==> src/rtl/button_debouncer_if.sv <==
// button_debouncer_if: control and status signals of the button debouncer.
// The master side drives enable and raw pads; the slave returns conditioned levels and pulses.
interface button_debouncer_if #(
    parameter int N = 4
);
    logic         i_en;
    logic [N-1:0] i_btn_in;
    logic [N-1:0] o_btn_level;
    logic [N-1:0] o_btn_rise;
    logic [N-1:0] o_btn_fall;
    logic         o_tick;
    modport master (output i_en, i_btn_in, input o_btn_level, o_btn_rise, o_btn_fall, o_tick);
    modport slave  (input i_en, i_btn_in, output o_btn_level, o_btn_rise, o_btn_fall, o_tick);
endinterface

==> src/rtl/button_debouncer.sv <==
// button_debouncer: synchronises N raw pads, debounces them on a prescaled sample tick,
// and produces clean levels plus single-cycle rise/fall strobes.
module button_debouncer #(
    parameter int N          = 4,
    parameter int PRESCALE_W = 18,
    parameter int STABLE_CNT = 4
) (
    input  logic                     clk,
    input  logic                     rst_n,
    button_debouncer_if.slave        bus
);
    localparam int CW = $clog2(STABLE_CNT + 1);
    logic [N-1:0]          r_s1, r_s2, r_lvl, r_rise, r_fall;
    logic [PRESCALE_W-1:0] r_pre;
    logic [CW-1:0]         r_cnt [N];
    logic                  w_tick;
    assign w_tick          = bus.i_en & (&r_pre);
    assign bus.o_tick      = w_tick;
    assign bus.o_btn_level = r_lvl;
    assign bus.o_btn_rise  = r_rise;
    assign bus.o_btn_fall  = r_fall;
    // The counter only advances on ticks where the synchronised input disagrees with the accepted level
    always_ff @(posedge clk or negedge rst_n) begin
        if (!rst_n) begin
            r_s1   <= '0;
            r_s2   <= '0;
            r_pre  <= '0;
            r_lvl  <= '0;
            r_rise <= '0;
            r_fall <= '0;
            for (int i = 0; i < N; i++) r_cnt[i] <= '0;
        end else begin
            r_s1   <= bus.i_btn_in;
            r_s2   <= r_s1;
            r_pre  <= bus.i_en ? r_pre + 1'b1 : r_pre;
            r_rise <= '0;
            r_fall <= '0;
            if (w_tick) begin
                for (int i = 0; i < N; i++) begin
                    if (r_s2[i] == r_lvl[i]) begin
                        r_cnt[i] <= '0;
                    end else if (r_cnt[i] == CW'(STABLE_CNT - 1)) begin
                        r_cnt[i]  <= '0;
                        r_lvl[i]  <= r_s2[i];
                        r_rise[i] <= r_s2[i];
                        r_fall[i] <= ~r_s2[i];
                    end else begin
                        r_cnt[i] <= r_cnt[i] + 1'b1;
                    end
                end
            end
        end
    end
endmodule

==> src/flat_wrapper.sv <==
// flat-port wrapper written by rule: the top's interface ports become plain ports
module button_debouncer_flat 
#(
    parameter int N          = 4,
    parameter int PRESCALE_W = 18,
    parameter int STABLE_CNT = 4
)
  (clk, rst_n, bus_i_en, bus_i_btn_in, bus_o_btn_level, bus_o_btn_rise, bus_o_btn_fall, bus_o_tick);
  button_debouncer_if #(.N(N)) bus_i ();
  input  logic clk;
  input  logic rst_n;
  input wire logic [$bits(bus_i.i_en)-1:0] bus_i_en;
  input wire logic [$bits(bus_i.i_btn_in)-1:0] bus_i_btn_in;
  output wire logic [$bits(bus_i.o_btn_level)-1:0] bus_o_btn_level;
  output wire logic [$bits(bus_i.o_btn_rise)-1:0] bus_o_btn_rise;
  output wire logic [$bits(bus_i.o_btn_fall)-1:0] bus_o_btn_fall;
  output wire logic [$bits(bus_i.o_tick)-1:0] bus_o_tick;
  assign bus_i.i_en = bus_i_en;
  assign bus_i.i_btn_in = bus_i_btn_in;
  assign bus_o_btn_level = bus_i.o_btn_level;
  assign bus_o_btn_rise = bus_i.o_btn_rise;
  assign bus_o_btn_fall = bus_i.o_btn_fall;
  assign bus_o_tick = bus_i.o_tick;
  button_debouncer #(.N(N), .PRESCALE_W(PRESCALE_W), .STABLE_CNT(STABLE_CNT)) u_core (.clk(clk), .rst_n(rst_n), .bus(bus_i));
endmodule
==> config.mk <==
export PLATFORM = sky130hd
export DESIGN_NAME = button_debouncer_flat
export DESIGN_NICKNAME = d
export VERILOG_FILES = /design/src/rtl/button_debouncer_if.sv /design/src/rtl/button_debouncer.sv /design/src/flat_wrapper.sv
export SDC_FILE = /design/constraint.sdc
export NUM_CORES = 1
export LEC_CHECK = 0
export ABC_AREA = 1
export ABC_CLOCK_PERIOD_IN_PS = 4300
export CAP_MARGIN = 10
export CORE_AREA = 2 2 86 80
export DETAILED_ROUTE_END_ITERATION = 16
export DIE_AREA = 0 0 88 82
export PLACE_DENSITY = 0.55
export SLEW_MARGIN = 20
export SYNTH_ARGS = -nofsm -noshare
export SYNTH_HDL_FRONTEND = slang
export SYNTH_SLANG_ARGS = --single-unit
export TNS_END_PERCENT = 30
==> constraint.sdc <==
create_clock -name clk -period 4.3 [get_ports clk]
set_input_delay 0.645 -clock clk [delete_from_list [all_inputs] [get_ports clk]]
set_output_delay 0.645 -clock clk [all_outputs]
set_load 0.05 [all_outputs]
-- Word-level counts from Yosys, hierarchy flattened
Index checks and enable logic that the tools add are counted.
- flip-flop bits (word level): 50
- bits of input ports: 7
- output and inout bits: 13
- mux-type cells: 26
- add/sub/neg operators: 5
- equality and inequality tests: 8
- reductions and logical operators: 5
- bitwise gates (word level): 9
- operators with widths (cell ; number):
    $mux 3 ; 8
    $add 18x1->18 const B ; 1
    $reduce_and 18->1 ; 1
    $mux 1 ; 16
    $add 3x1->3 const B ; 4
    $eq 3x2->1 const B ; 4
    $reduce_and 3->1 ; 4
    $mux 4 ; 2
    $not 1->1 ; 8
    $eq 1x1->1 ; 4
    $and 1x1->1 ; 1

-- Depth between registers and ports, before layout
Gate-level depths: netlist (run 1).
- word-level depth: 4
- gate-level depth with buffers: 10

-- Least setup slack after synthesis (run 1)
OpenSTA, ideal clock, no wires.
- path kind: input port to output port
- from: input bus_i_en
- to: output bus_o_tick
- stages on the path: 3
- slack: 1.231 ns
- arrival: 2.424 ns
- cells stage by stage: buf_4 inv_1 nor4_1
- word-level cells in the longest chain between the ends: 1
- ends and longest elaborated chain (what ; RTL line ; text):
    start, declared ; flat_wrapper.sv:12 ; input wire logic [$bits(bus_i.i_en)-1:0] bus_i_en;
    $and 1x1->1 ; button_debouncer.sv:17 ; assign w_tick = bus.i_en & (&r_pre);
    end, declared ; flat_wrapper.sv:17 ; output wire logic [$bits(bus_i.o_tick)-1:0] bus_o_tick;
Every way passes these cells.

-- Final worst setup path (run 1)
Ends and elaborated chain as after synthesis.

==> flow_summary.yaml, run 1 <==
run_status:
  outcome: "finished clean"
floorplanning:
  die_h_um: 82
  die_x_um: 88
  initial_utilization_pct: 36.9
  design.core.area_mm2: 0.00634
  ports_placed_on_the_boundary: 20
  floorplan.die_area_mm2: 0.00722
  floorplan.rows: 28
synth:
  synth_area_leader_cell: "sky130_fd_sc_hd__dfrtp_1"
  number_of_synthesis_warnings: 0
  synthTopCellsByArea: "sky130_fd_sc_hd__dfrtp_1 (54%), sky130_fd_sc_hd__nand2_1 (9.6%), sky130_fd_sc_hd__inv_1 (6.6%)"
  netlist_area_mm2: 0.00234
  synth.top_cell.area_share_pct: 53.5
  avg_cell_area_syn_um2: 8.85
  sequential_fraction_of_the_synthesis_area_pct: 53.5
  post_synth_num_cell_types: 22
  syn-instance-count: 264
  syn-num-nets: 276
  postSynthRegisterBits: 50
setup_path:
  critical_path.max_fanout: 9
  worst-setup-path-type: "input port to output port"
  crit_path_start_kind: "input port"
  worstPathRequired_ps: 3650
  endpoint_kind: "output port"
  crit_path_cell_trace: "clkdlybuf4s50_1 > inv_1 > nor4_1 > clkdlybuf4s50_1"
  ff2ff_setup_slack_ps: 2470
  critical-path-slowest-cell: "sky130_fd_sc_hd__clkdlybuf4s50_1"
  worst_path_most_repeated_cell: "sky130_fd_sc_hd__clkdlybuf4s50_1"
  critPathArrivalTime_ps: 2620
  maximum_single_stage_delay_on_the_critical_path_ps: 840
place:
  port-buffer-count: 19
  gp_congestion: 0.769
  place_area_mm2: 0.00261
  place_hpwl_um: 2810
  dp_worst_setup_slack_ps: 1030
  place.detailed.instances: 370
power_and_ir_drop:
  power_density_mw_per_mm2: 335
  p_leak_uw: 0.00134
  worst_ir_drop_vdd_mv: 0.157
global_route:
  grt.met2_usage_pct: 18.6
  busiest_layer: "met2"
  antenna_found_initial: 0
  gr-usage-all-layers_pct: 12.7
  grt_max_degree: 51
  grt.overflow.total: 0
  use_met1_pct: 18.0
  first_global_vias: 1511
  grt_pass1_wl_um: 6960
  gr-usage-met3_pct: 2.41
routing:
  route.vias.total: 1609
  antenna_left: 0
  detail_route.wl_per_cell_um: 10.4
  drc_violations: 0
  routed_wirelength_um: 3930
  detail_route.first_pass.iterations: 4
  drt_first_iter_violations: 73
  post_dr_vias_cell: 4.28
clock_network:
  cts_hold_repair.buffers: 0
  worst_setup_hold_path_clk_slew_ps: 80
  clock_path_buffers: 2
  tritoncts_buffers: 5
  cts.htree.levels: 2
  clock_sinks: 50
  cts_resized: 0
  clk-insertion-delay-late_ps: 290
  root_buffer: "sky130_fd_sc_hd__clkbuf_8"
  cts_setup_buffers: 0
  cts_tree: "built"
min_path:
  hold_class: "flip-flop to flip-flop"
timing:
  timing.final.crit_period_ps: 3270
  worst_slew_pin_slew_ps: 616
  timing.clock.skew_ps: 2.48
  fmax_ghz: 0.306
  postLayoutSetupSlackWorst_ps: 1030
  post-route-period-util_pct: 75.9
  hold_viol_final: 0
  report.final.setup_viol: 0
  setup_tns_ps: 0
  rsz0062_at_grt: "false"
  maxSlewHeadroom_pct: 59.0
  drv_slew: 0
cells_and_area:
  antenna_cells_inserted: 0
  post_layout_nonfiller_instances: 376
  final_layout_size_suffix_gt1_share_pct: 9.79
  postLayoutCellArea_mm2: 0.00269
  numnets_final: 299
  final_core_utilization_pct: 42.4
  syn_to_final_growth_pct: 15.1
flow_run:
  cap_violations: 0
==> cell usage in the layout (no fill, tap or decap) <==
cell,count
sky130_fd_sc_hd__dfrtp_1,50
sky130_fd_sc_hd__nand4_1,8
sky130_fd_sc_hd__ha_1,5
sky130_fd_sc_hd__o21ai_0,5
sky130_fd_sc_hd__a21oi_1,2
sky130_fd_sc_hd__nand2_1,60
sky130_fd_sc_hd__nor4_1,1
sky130_fd_sc_hd__nor2_1,34
sky130_fd_sc_hd__nand2_2,7
sky130_fd_sc_hd__buf_4,1
sky130_fd_sc_hd__nor3_1,4
sky130_fd_sc_hd__nor2_2,2
sky130_fd_sc_hd__nand3_1,15
sky130_fd_sc_hd__o21ai_1,1
sky130_fd_sc_hd__clkdlybuf4s50_1,18
sky130_fd_sc_hd__buf_2,1
sky130_fd_sc_hd__inv_1,41
sky130_fd_sc_hd__clkbuf_8,6
sky130_fd_sc_hd__o21ai_2,5
sky130_fd_sc_hd__xnor2_1,3
sky130_fd_sc_hd__nand2_4,1
sky130_fd_sc_hd__nor2_4,5
sky130_fd_sc_hd__xor2_1,11
==> where the power goes <==
| part | switching (µW) | leakage (µW) | internal [µW] |
|---|---|---|---|
| clock network | 141 | 0.0000431 | 124 |
| logic | 58.2 | 0.000695 | 40.2 |
| registers | 35.7 | 0.000601 | 503 |
| total | 235 | 0.00134 | 668 |
==> Yosys cell counts <==
cell / n
sky130_fd_sc_hd__buf_2: 1
sky130_fd_sc_hd__o21ai_1: 1
sky130_fd_sc_hd__a21oi_1: 2
sky130_fd_sc_hd__nand3_1: 15
sky130_fd_sc_hd__ha_1: 5
sky130_fd_sc_hd__nor4_1: 1
sky130_fd_sc_hd__dfrtp_1: 50
sky130_fd_sc_hd__inv_1: 41
sky130_fd_sc_hd__nor2_4: 5
sky130_fd_sc_hd__nor3_1: 4
sky130_fd_sc_hd__nor2_1: 34
sky130_fd_sc_hd__xor2_1: 11
sky130_fd_sc_hd__buf_4: 1
sky130_fd_sc_hd__o21ai_2: 5
sky130_fd_sc_hd__o21ai_0: 5
sky130_fd_sc_hd__nand2_4: 1
sky130_fd_sc_hd__buf_6: 2
sky130_fd_sc_hd__nand2_2: 7
sky130_fd_sc_hd__nand4_1: 8
sky130_fd_sc_hd__xnor2_1: 3
sky130_fd_sc_hd__nand2_1: 60
sky130_fd_sc_hd__nor2_2: 2
==> worst max-delay path: cells and delay by family <==
kind | cells | cell delay [ps]
buffers and inverters | 3 | 1670
and+or+nand+nor | 1 | 300
==> final timing paths <==
kind	end	depth (start not counted)	from
max	bus_o_tick	4	bus_i_en
min	u_core.r_s2[2]	0	u_core.r_s1[2]
max reg2reg	u_core.r_cnt[5]	8	u_core.r_pre[0]
min reg2reg	u_core.r_s2[2]	0	u_core.r_s1[2]
max in group asynchronous	u_core.r_pre[9]	2	rst_n
min in group asynchronous	u_core.r_pre[0]	2	rst_n
==> cell type report <==
cell class              instances  area [µm²]
inverters                      41         154
fillers                       640        3650
multi-input cells             169         897
clock buffers                   6        82.6
flip-flops and latches         50        1250
repair buffers                 20         193
well taps                      90         113
==> per-layer routing <==
layer	routed length (µm)	up-vias
met2	1660	19
met5	0	-
met3	115	7
met4	69	0
met1	2090	730
li1	-	853
==> state kept, by name, indices dropped and copies added (netlist names) <==
name	count
u_core.r_s1	4
u_core.bus.o_btn_level	4
u_core.r_pre	18
u_core.bus.o_btn_fall	4
u_core.r_cnt	12
u_core.r_s2	4
u_core.bus.o_btn_rise	4
==> through the flow <==
stage	power (µW)	hold slack [ps]
floorplan	615	331
global placement	644	334
detailed placement	648	337
CTS	918	357
global route	957	366
finish	902	353
==> logic make-up (layout without fill, tap and decap cells) <==
group,count (synthesis),count (layout),share of synthesized area (%)
AO/OA/AOI/OAI,13,13,3.59
XOR/XNOR,14,14,5.25
adder cells (fa/ha/maj),5,5,2.68
buffers and inverters,45,67,8.08
flip-flops,50,50,53.5
AND/OR/NAND/NOR,137,137,26.9
(Power assumes the default switching activity.)
==> inputs of run 2 (changes only) <==
Settings changed: ABC_CLOCK_PERIOD_IN_PS 4300 to 2800, PLACE_DENSITY 0.55 to 0.57.
Clock period 4.3 ns to 2.8 ns, I/O delays scaled along.
==> run 2 against run 1 <==
Against the previous run: final cell count increased by 1.3%; power increased by 58%; critical path depth increased by 2; critical path type is now flip-flop to output port.
==> flow_summary.yaml, run 2 (synthesis results as in run 1) <==
run_status:
  outcome: "finished clean"
power_and_ir_drop:
  worst_ir_drop_vdd_mv: 0.257
  p_leak_uw: 0.00136
  share_comb_of_total_power_pct: 10.8
  share_seq_of_total_power_pct: 58.1
  power.switching_fraction_pct: 28.1
  power_switching_uw: 400
  p_clk_share_pct: 31.1
  power_density_mw_per_mm2: 519
  internal_cell_power_uw: 1020
routing:
  routed_wirelength_um: 3930
  antenna_left: 0
  drt_first_iter_violations: 62
  post_dr_vias_cell: 4.22
  drc_violations: 0
  detail_route.first_pass.iterations: 4
  route.vias.total: 1607
  detail_route.wl_per_cell_um: 10.3
timing:
  report.final.setup_viol: 0
  maxSlewHeadroom_pct: 66.4
  fmax_ghz: 0.454
  timing.final.crit_period_ps: 2200
  worst_slew_pin_slew_ps: 502
  setup_tns_ps: 0
  hold_viol_final: 0
  timing.clock.skew_ps: 12.8
  rsz0062_at_grt: "false"
  post-route-period-util_pct: 78.7
  postLayoutSetupSlackWorst_ps: 597
  drv_slew: 0
place:
  dp_worst_setup_slack_ps: 709
  gp_congestion: 0.781
  place_area_mm2: 0.00263
  place.detailed.instances: 372
  port-buffer-count: 19
  place_hpwl_um: 2910
floorplanning:
  die_h_um: 82
  ports_placed_on_the_boundary: 20
  floorplan.rows: 28
  design.core.area_mm2: 0.00634
  floorplan.die_area_mm2: 0.00722
  die_x_um: 88
  initial_utilization_pct: 36.9
global_route:
  grt_pass1_wl_um: 7020
  gr-usage-all-layers_pct: 12.6
  antenna_found_initial: 0
  grt_max_degree: 21
  grt.overflow.total: 0
  first_global_vias: 1553
clock_network:
  root_buffer: "sky130_fd_sc_hd__clkbuf_8"
  clk-insertion-delay-late_ps: 310
  cts_setup_buffers: 0
  cts_tree: "built"
  cts.htree.levels: 2
  worst_setup_hold_path_clk_slew_ps: 100
  tritoncts_buffers: 5
  clock_sinks: 50
  clock_path_buffers: 2
setup_path:
  cp_num_buf_inv: 1
  endpoint_kind: "output port"
  worstReg2RegEnd: "u_core.r_cnt[2]"
  crit-reg2reg-launch: "u_core.r_pre[0]"
  worst-r2r-cell-count: 8
  worst-setup-path-type: "flip-flop to output port"
  worstPathRequired_ps: 2380
  critical_path.max_fanout: 4
  critical-path-slowest-cell: "sky130_fd_sc_hd__dfrtp_1"
  endpoint: "bus_o_tick"
  crit_path_start_kind: "flip-flop"
  crit_path_cell_trace: "ha_1 > nand2_1 > nor2_1 > nand4_1 > nor4_1 > buf_12"
  maximum_single_stage_delay_on_the_critical_path_ps: 400
  ff2ff_setup_slack_ps: 980
  path_delay_family: "simple AND/OR/NAND/NOR gates"
  cp_num_cells: 6
  critical_path.startpoint: "u_core.r_pre[0]"
  critPathArrivalTime_ps: 1780
cells_and_area:
  numnets_final: 302
  largest_reg_flops: 18
  top_register: "u_core.r_pre"
  postLayoutCellArea_mm2: 0.00274
  n_fill_cell: 640
  layout_top_registers: "u_core.r_pre: 18 flops, u_core.r_cnt: 12 flops"
  multi_input_area_um2: 897
  antenna_cells_inserted: 0
  final_layout_size_suffix_gt1_share_pct: 11.3
  post_layout_nonfiller_instances: 381
  mostFrequentLayoutCells: "sky130_fd_sc_hd__nand2_1 (60), sky130_fd_sc_hd__dfrtp_1 (50), sky130_fd_sc_hd__inv_1 (41)"
  syn_to_final_growth_pct: 17.2
  area.sequential_mm2: 0.00125
  final_common_cell: "sky130_fd_sc_hd__nand2_1"
flow_run:
  cap_violations: 0
min_path:
  hold_class: "flip-flop to flip-flop"
-- run 2: stage by stage --
step	power (µW)	utilization (%)	hold slack (ps)
5_1_grt	1490	43.2	368
3_5_place_dp	995	41.5	335
3_3_place_gp	991	41.5	331
2_1_floorplan	944	-	124
4_1_cts	1440	43.2	360
6_report	1420	43.2	357
-- run 2: area by class of cell --
class,instances,area share (%)
Clock buffer,5,2.51
Sequential cell,50,45.7
Timing Repair Buffer,23,8.31
Clock inverter,3,1.05
Tap cell,90,4.11
Inverter,41,5.62
Multi-Input combinational cell,169,32.7
-- run 2: power by group through the flow --
stage	Clock (µW)	Sequential [µW]	Combinational (µW)
floorplan	0	831	113
global placement	0	840	151
detailed placement	0	841	154
CTS	458	827	156
global route	478	835	172
finish	442	827	153
-- run 2: timing repair --
| action | 4_1_cts | 5_1_grt |
|---|---|---|
| hold endpoints to repair | 5 | 0 |
| gates resized for setup | 0 | 0 |
| hold buffers | 1 | 0 |
-- run 2: worst min path at each step --
| stage | startpoint | to | slack (ps) | depth (start not counted) |
|---|---|---|---|---|
| 2_1_floorplan | rst_n | u_core.bus.o_btn_fall[0] | 120 | 0 |
| 3_3_place_gp | rst_n | u_core.r_pre[2] | 330 | 1 |
| 3_5_place_dp | rst_n | u_core.r_pre[0] | 330 | 1 |
| 4_1_cts | u_core.r_s1[2] | u_core.r_s2[2] | 360 | 0 |
| 5_1_grt | u_core.r_s1[2] | u_core.r_s2[2] | 370 | 0 |
| 6_report | u_core.r_s1[2] | u_core.r_s2[2] | 360 | 0 |
-- run 2: per-layer routing --
metal | GRT usage [%] | up-vias | part of all wire, %
met1 | 17.4 | 724 | 53
met3 | 3.12 | 5 | 3.6
met4 | 4.62 | 0 | 1.4
met5 | 0 | - | 0
li1 | - | 861 | -
met2 | 19.2 | 17 | 42
